===== config.mk =====
export PLATFORM = sky130hd
export DESIGN_NAME = ttt_move_controller
export DESIGN_NICKNAME = d
export VERILOG_FILES = /design/src/rtl/ttt_move_controller.sv
export SDC_FILE = /design/constraint.sdc
export NUM_CORES = 1
export LEC_CHECK = 0
export CAP_MARGIN = 30
export CORE_MARGIN = 2
export CORE_UTILIZATION = 58
export CTS_CLUSTER_DIAMETER = 150
export DETAILED_ROUTE_END_ITERATION = 10
export PLACE_DENSITY = 0.79
export SLEW_MARGIN = 5
export SYNTH_ARGS = -nofsm -noshare
export SYNTH_HDL_FRONTEND = slang
export SYNTH_HIERARCHICAL = 1
export SYNTH_SLANG_ARGS = --single-unit

===== constraint.sdc =====
create_clock -name clk -period 2.72 [get_ports clk]
set_input_delay 0.544 -clock clk [delete_from_list [all_inputs] [get_ports clk]]
set_output_delay 0.544 -clock clk [all_outputs]
set_load 0.05 [all_outputs]

===== src/rtl/ttt_move_controller.sv =====
// ttt_move_controller
//   Two-player tic-tac-toe controller driven by nine raw cell buttons.
//   Each button is debounced and rising-edge detected; the lowest-index
//   press in a cycle is taken as the move. Moves onto occupied cells are
//   rejected. After an accepted move a one-cycle CHECK state looks for a
//   completed line or a full board, then hands the turn over or ends the
//   game.
//
//   Ports
//     clk                : system clock, rising edge
//     reset              : synchronous active-high reset
//     buttons[8:0]       : raw buttons, bit0=a .. bit8=i, row-major
//     p1_turn / p2_turn  : player to move
//     p1_win / p2_win    : winner flags
//     grid_full          : draw (board full, no winner)
//     cell_p1 / cell_p2  : per-cell ownership for the board LEDs
//     move_valid         : one-cycle pulse, move accepted
//     move_reject        : one-cycle pulse, move onto an occupied cell
//     move_cell[3:0]     : cell of the last accepted/rejected move (holds)

// Per-button debouncer with registered rising-edge press pulse.
module ttt_debounce #(
  parameter int DEBOUNCE_CYCLES = 4,
  parameter int CNT_W           = 8
) (
  input  logic clk,
  input  logic reset,
  input  logic raw_i,
  output logic press_o
);
  logic             db_q;
  logic             dbp_q;
  logic [CNT_W-1:0] cnt_q;

  always_ff @(posedge clk) begin
    if (reset) begin
      db_q    <= 1'b0;
      dbp_q   <= 1'b0;
      cnt_q   <= '0;
      press_o <= 1'b0;
    end else begin
      // Level must disagree for DEBOUNCE_CYCLES consecutive samples;
      // any agreeing sample restarts the count.
      if (raw_i != db_q) begin
        if (cnt_q == CNT_W'(DEBOUNCE_CYCLES - 1)) begin
          db_q  <= raw_i;
          cnt_q <= '0;
        end else begin
          cnt_q <= cnt_q + 1'b1;
        end
      end else begin
        cnt_q <= '0;
      end
      dbp_q   <= db_q;
      press_o <= db_q & ~dbp_q;
    end
  end
endmodule

module ttt_move_controller #(
  parameter int DEBOUNCE_CYCLES = 4,
  parameter int CNT_W           = 8
) (
  input  logic       clk,
  input  logic       reset,
  input  logic [8:0] buttons,
  output logic       p1_turn,
  output logic       p2_turn,
  output logic       p1_win,
  output logic       p2_win,
  output logic       grid_full,
  output logic [8:0] cell_p1,
  output logic [8:0] cell_p2,
  output logic       move_valid,
  output logic       move_reject,
  output logic [3:0] move_cell
);

  typedef enum logic [1:0] {
    P1_WAIT   = 2'd0,
    P2_WAIT   = 2'd1,
    CHECK     = 2'd2,
    GAME_OVER = 2'd3
  } state_e;

  state_e     state_q;
  logic [8:0] press;

  for (genvar g = 0; g < 9; g++) begin : g_btn
    ttt_debounce #(
      .DEBOUNCE_CYCLES (DEBOUNCE_CYCLES),
      .CNT_W           (CNT_W)
    ) u_db (
      .clk     (clk),
      .reset   (reset),
      .raw_i   (buttons[g]),
      .press_o (press[g])
    );
  end

  // Lowest-index press wins; the rest are simply dropped. Since presses
  // are edge pulses, a losing button that stays held never fires again.
  logic       pick_vld;
  logic [3:0] pick_idx;
  always_comb begin
    pick_vld = 1'b0;
    pick_idx = 4'd0;
    for (int i = 8; i >= 0; i--) begin
      if (press[i]) begin
        pick_vld = 1'b1;
        pick_idx = 4'(i);
      end
    end
  end

  logic [8:0] occ;
  logic [8:0] mover_board;
  assign occ         = cell_p1 | cell_p2;
  // During CHECK the turn flags still name the player who just moved.
  assign mover_board = p1_turn ? cell_p1 : cell_p2;

  function automatic logic has_line(input logic [8:0] b);
    return (b[0] & b[1] & b[2]) | (b[3] & b[4] & b[5]) |
           (b[6] & b[7] & b[8]) | (b[0] & b[3] & b[6]) |
           (b[1] & b[4] & b[7]) | (b[2] & b[5] & b[8]) |
           (b[0] & b[4] & b[8]) | (b[2] & b[4] & b[6]);
  endfunction

  always_ff @(posedge clk) begin
    if (reset) begin
      state_q     <= P1_WAIT;
      p1_turn     <= 1'b1;
      p2_turn     <= 1'b0;
      p1_win      <= 1'b0;
      p2_win      <= 1'b0;
      grid_full   <= 1'b0;
      cell_p1     <= '0;
      cell_p2     <= '0;
      move_valid  <= 1'b0;
      move_reject <= 1'b0;
      move_cell   <= 4'd0;
    end else begin
      move_valid  <= 1'b0;
      move_reject <= 1'b0;
      case (state_q)
        P1_WAIT, P2_WAIT: begin
          if (pick_vld) begin
            move_cell <= pick_idx;
            if (occ[pick_idx]) begin
              move_reject <= 1'b1;
            end else begin
              if (state_q == P1_WAIT) cell_p1[pick_idx] <= 1'b1;
              else                    cell_p2[pick_idx] <= 1'b1;
              move_valid <= 1'b1;
              state_q    <= CHECK;
            end
          end
        end
        CHECK: begin
          if (has_line(mover_board)) begin
            if (p1_turn) p1_win <= 1'b1;
            else         p2_win <= 1'b1;
            p1_turn <= 1'b0;
            p2_turn <= 1'b0;
            state_q <= GAME_OVER;
          end else if (occ == 9'h1FF) begin
            grid_full <= 1'b1;
            p1_turn   <= 1'b0;
            p2_turn   <= 1'b0;
            state_q   <= GAME_OVER;
          end else begin
            p1_turn <= ~p1_turn;
            p2_turn <= p1_turn;
            state_q <= p1_turn ? P2_WAIT : P1_WAIT;
          end
        end
        GAME_OVER: ;
        default: state_q <= P1_WAIT;
      endcase
    end
  end

endmodule


After elaboration in Yosys (flattened, before gate mapping)
Cells that the tools add are included.
{ "op_classes": {"n_addsub": 9, "n_lt_le_gt_ge": 2, "eq_ne": 23, "muxes": 35, "bitwise_logic": 59, "reduce_logical": 30} }
{ "ops": {"columns": ["operator", "n"], "rows": [
  ["8-bit by 1-bit adder with 8-bit output (second input constant)", 9],
  ["8-bit by 2-bit equality test with 1-bit output (second input constant)", 9],
  ["4-bit two-way mux", 9],
  ["3-bit OR reduction", 10],
  ["9-bit OR", 3],
  ["1-bit AND", 25],
  ["1-bit NOT", 24],
  ["2-bit AND reduction", 10],
  ["1-bit two-way mux", 18],
  ["3-bit AND reduction", 4],
  ["9-bit equality test (second input constant)", 1],
  ["9-bit two-way mux", 1],
  ["1-bit != test", 9],
  ["2-bit two-way mux", 4],
  ["4-bit AND reduction", 2],
  ["1-bit OR", 7],
  ["4-bit by 5-bit < comparator with 1-bit output (second input constant)", 1],
  ["1-bit binary-select mux with 4-bit select", 1],
  ["1-bit demux with 4-bit select", 1],
  ["4-bit by 1-bit greater-or-equal comparator with 1-bit output (second input constant)", 1],
  ["2-bit != test (second input constant)", 2],
  ["2-bit one-hot mux with 2 select lines", 1],
  ["2-bit by 1-bit equality test with 1-bit output (second input constant)", 1],
  ["2-bit equality test (second input constant)", 1],
  ["other kinds (4)", 4]
]} }
{ "word_totals": {"register_bits": 130} }

Longest topological paths before layout
{ "logic_depth": {"depth_word": 14, "ltp_mapped": 7, "depth_no_buf": 7} }

Hierarchy
The synthesis kept the hierarchy.
{ "modules_own_cells": {"columns": ["module", "n_inst", "cells_per_inst", "area_each_um2", "seq_area_each_um2"], "rows": [
  ["ttt_debounce", 9, 48, 441.7, 220.2],
  ["ttt_move_controller", 1, 176, 1550.2, 620.6]
]} }

Least setup slack after synthesis
Ideal clock, no wire load.
{ "synth_timing": {"path_type": "register to register", "from": "register cell_p2[1]", "to": "register p1_turn", "arrival_ps": 1998, "required_ps": 2600, "setup_slack_ps": 603, "path_stages_with_launch": 6, "path_buffers": 0, "period_less_slack_ps": 2117, "cell_sequence": "dfxtp_1 o22ai_1 a2111oi_0 nor4b_1 nor3b_1 a211o_1"} }
{ "synth_between": {"elab_chain_len": 11, "word_cells_on_any_way": 16, "classes_between": "eq/ne: 1; mux: 3; bitwise: 12"} }
{ "synth_rtl": {"columns": ["element", "line_no", "text"], "rows": [
  ["start: declaration", "73", "output logic [8:0] cell_p2,"],
  ["start signal: assignment", "138", "cell_p2 <= '0;"],
  ["start signal: indexed assignment", "153", "else cell_p2[pick_idx] <= 1'b1;"],
  ["9-bit two-way mux", "120", "assign mover_board = p1_turn ? cell_p1 : cell_p2;"],
  ["1-bit AND (2 in a row)", "123", "return (b[0] & b[1] & b[2]) | (b[3] & b[4] & b[5]) |"],
  ["1-bit OR (2 in a row)", "123", null],
  ["1-bit OR (2 in a row)", "124", "(b[6] & b[7] & b[8]) | (b[0] & b[3] & b[6]) |"],
  ["1-bit OR (2 in a row)", "125", "(b[1] & b[4] & b[7]) | (b[2] & b[5] & b[8]) |"],
  ["1-bit OR", "126", "(b[0] & b[4] & b[8]) | (b[2] & b[4] & b[6]);"],
  ["1-bit two-way mux (*)", "160", "if (has_line(mover_board)) begin"],
  ["end signal: assignment", "172", "p1_turn <= ~p1_turn;"],
  ["end: declaration", "67", "output logic p1_turn,"]
]} }
Every way passes the cells marked *; elsewhere a longest branch is shown, timed or not.
A chain may end at the register's enable or synchronous reset.

Worst setup path in the final report
{ "layout_timing": {"from": "register cell_p1[4]", "to": "output port cell_p1[4]"} }
{ "layout_rtl": {"columns": ["element", "line_no", "text"], "rows": [
  ["start: declaration", "72", "output logic [8:0] cell_p1,"],
  ["start signal: assignment", "137", "cell_p1 <= '0;"],
  ["start signal: indexed assignment", "152", "if (state_q == P1_WAIT) cell_p1[pick_idx] <= 1'b1;"]
]} }
No word-level cell between the ends.

==> impl_metrics.env <==
export IMPL_async_reset_ff_share_pct=0
export IMPL_hold_viol=0
export IMPL_power_leakage_nw=2.389
export IMPL_ys_seq_elements=130
export IMPL_yosys_cell_types_count=49
export IMPL_ys_seq_area_share_pct=47.10
export IMPL_ys_top_cells_by_area="dfxtp_1 (47%), or3_1 (5.3%), nor2_1 (4.6%)"
export IMPL_crit_fanout=8
export IMPL_p_int_mw=3.384
export IMPL_yosysWarnings=6
export IMPL_fp_row_count=35
export IMPL_drive_gt1_share_pct=9.172
export IMPL_critPathMaxStageDelay_ns=0.87
export IMPL_tightest_slew_ns=0.6246
export IMPL_initial_core_util_pct=59.80
export IMPL_slew_violations=0
export IMPL_syn_nets=628
export IMPL_core_area_sq_mm=0.009240
export IMPL_crit_cells=1
export IMPL_critPathLaunchType="flip-flop"
export IMPL_vdd_drop_max_v=0.0003718
export IMPL_slowest_stage="clkdlybuf4s50_1"
export IMPL_status="finished, final reports clean"
export IMPL_p_comb_share_pct=3.5
export IMPL_gp_congestion=0.9059
export IMPL_ctsHoldBuffers=0
export IMPL_grt_pass1_wl_mm=19.60
export IMPL_post_cts_buffers=0
export IMPL_design_area_sq_mm=0.006664
export IMPL_min_path_cells=1
export IMPL_cts_resized=0
export IMPL_dp_hpwl_mm=8.069
export IMPL_p_switching_uw=972.7
export IMPL_ant_nets=0
export IMPL_layout_commonest_cell="dfxtp_1"
export IMPL_dpl_cell_area_sq_mm=0.006068
export IMPL_max_cap_violations=0
export IMPL_fin_cells=805
export IMPL_yosys_area_top_type="dfxtp_1"
export IMPL_viasPerCell=5.714
export IMPL_routed_wl_mm=11.59
export IMPL_crit_buf_inv=1
export IMPL_cp_end_kind="primary output"
export IMPL_hold_class="reg -> reg"
export IMPL_rr_worst_depth=7
export IMPL_antenna_found_initial=0
export IMPL_fin_skew_ns=0.009435
export IMPL_rsz0062_at_grt="no"
export IMPL_numCtsBuffers=17
export IMPL_pwr_share_clk_pct=51.8
export IMPL_cts_tree="yes"
export IMPL_syn_inst=608
export IMPL_final_nets=683
export IMPL_swShare_pct=22.32
export IMPL_path_class="reg -> out"
export IMPL_die_area_sq_mm=0.01032
export IMPL_period_share_pct=89.61
export IMPL_wl_per_cell_um=14.40
export IMPL_drc=0
export IMPL_grt_max_degree=23
export IMPL_clk_pin_slew_ns=0.06
export IMPL_route_vias_total=4600
export IMPL_mostFrequentLayoutCells="dfxtp_1 (130), nor2_1 (67), inv_1 (50), or3_1 (47), o21ai_0 (43)"
export IMPL_fmax_ghz=0.4103
export IMPL_drt_iter0_drc=196
export IMPL_grt_pass1_vias=4398
export IMPL_relSlewSlack_pct=58.20
export IMPL_cts_root_buf="clkbuf_8"
export IMPL_critical_path_top_delay_family="buffers and inverters"
export IMPL_fin_crit_ns=2.437
export IMPL_yosysTopAreaCellShare_pct=47.10
export IMPL_port_buffers=39
export IMPL_tns_ns=0
export IMPL_h_tree_depth=4
export IMPL_synth_area_per_cell_sq_um=9.088
export IMPL_area_growth_pct=20.61
export IMPL_required_ns=2.18
export IMPL_num_antenna_cells=0
export IMPL_setup_violations_final=0
export IMPL_seqPwrFrac_pct=44.8
export IMPL_crit_path_cell_trace="clkdlybuf4s50_1"
export IMPL_synth_edf_count=0
export IMPL_ys_flop_type="dfxtp_1"
export IMPL_grt_ovfl_total=0
export IMPL_io_pins=40
export IMPL_crit_arrival_ns=1.89
export IMPL_grt_use_total_pct=23.85
export IMPL_dp_cells=773
export IMPL_cts_buffer_depth=2
export IMPL_dr_pass1_iters=5
export IMPL_netlist_area_sq_mm=0.005525
export IMPL_cts_sinks=130
export IMPL_powerDensity_mw_per_mm2=653.8
export IMPL_die_x_um=101.6
export IMPL_insertion_delay_ns=0.51
export IMPL_chipHeight_um=101.6
[flip-flops by register name, indices dropped and copies added, names as in the netlist, 2 cells and up]
name,count
g_btn.u_db/press_o,9
cell_p2,9
cell_p1,9
g_btn.u_db/cnt_q,72
g_btn.u_db/db_q,9
move_cell,4
g_btn.u_db/dbp_q,9
state_q,2
[power groups by stage]
stage	combinational (mW)	sequential [mW]	clock (mW)
2_1_floorplan	0.0899	2.00	0
3_3_place_gp	0.143	1.99	0
3_5_place_dp	0.150	1.99	0
4_1_cts	0.151	1.95	2.30
5_1_grt	0.168	1.95	2.37
6_report	0.152	1.95	2.26
[stage by stage]
step / hold WS (ns) / worst slack, ns / power, mW / util [%]
CTS: 0.3808 / 0.2659 / 4.396 / 72.12
global route: 0.3925 / 0.1214 / 4.496 / 72.12
detailed placement: 0.3749 / 0.4415 / 2.142 / 65.67
global placement: 0.3718 / 0.5416 / 2.133 / 65.67
floorplan: 0.3674 / 0.6027 / 2.085 / -
finish: 0.3762 / 0.2827 / 4.357 / 72.12
[final timing paths]
kind	slack (ns)	endpoint	startpoint
worst min register to register	0.38	g_btn[1].u_db/press_o	g_btn[1].u_db/dbp_q
worst max-delay path	0.28	cell_p1[4]	cell_p1[4]
worst max register to register	0.38	cell_p1[6]	g_btn[6].u_db/press_o
worst min-delay path	0.38	g_btn[1].u_db/press_o	g_btn[1].u_db/dbp_q
[synth_stat cells, types with 2 or more instances]
library cell,count
a21oi_1,41
dfxtp_1,130
a211o_1,3
nand3_1,36
a22o_1,3
ha_1,9
o22ai_1,9
clkbuf_1,5
nor2b_1,19
nor4_1,3
nand3b_1,2
o31ai_1,4
o2bb2ai_1,8
xor2_1,27
nand4_1,11
or3_1,47
o211ai_4,2
o21ai_0,43
a211oi_1,2
or4b_4,9
a31oi_1,2
xnor2_1,9
inv_1,50
nor3_1,2
mux2i_1,4
a22oi_1,6
nor2_1,67
nor4b_1,3
o211ai_2,9
or4_1,4
nand2_1,21
[final cells by class]
cell class / instances / area [sq um]
clock buffers: 17 / 414.1
clock inverters: 15 / 181.4
fillers: 703 / 2576
inverters: 50 / 187.7
multi-input cells: 423 / 2716
flip-flops and latches: 130 / 2603
well taps: 129 / 161.4
repair buffers: 41 / 400.4
[cell families after synthesis]
family,synth area share [%]
flip-flops,47.10
multiplexers,0.7247
XOR/XNOR,5.707
adder cells (fa/ha/maj),2.038
buffers and inverters,3.736
AO/OA/AOI/OAI,18.09
AND/OR/NAND/NOR,22.60
[layer usage]
layer / GRT usage (%) / vias up / wire length [um] / part of all wire (%)
li1: - / 2296 / - / -
met1: 27.94 / 2174 / 5057 / 44
met2: 40.44 / 107 / 5798 / 50
met3: 6.142 / 23 / 496 / 4.3
met4: 11.85 / 0 / 241 / 2.1
met5: 0 / - / 0 / 0
Note: power is estimated with default switching activity, not from simulation.
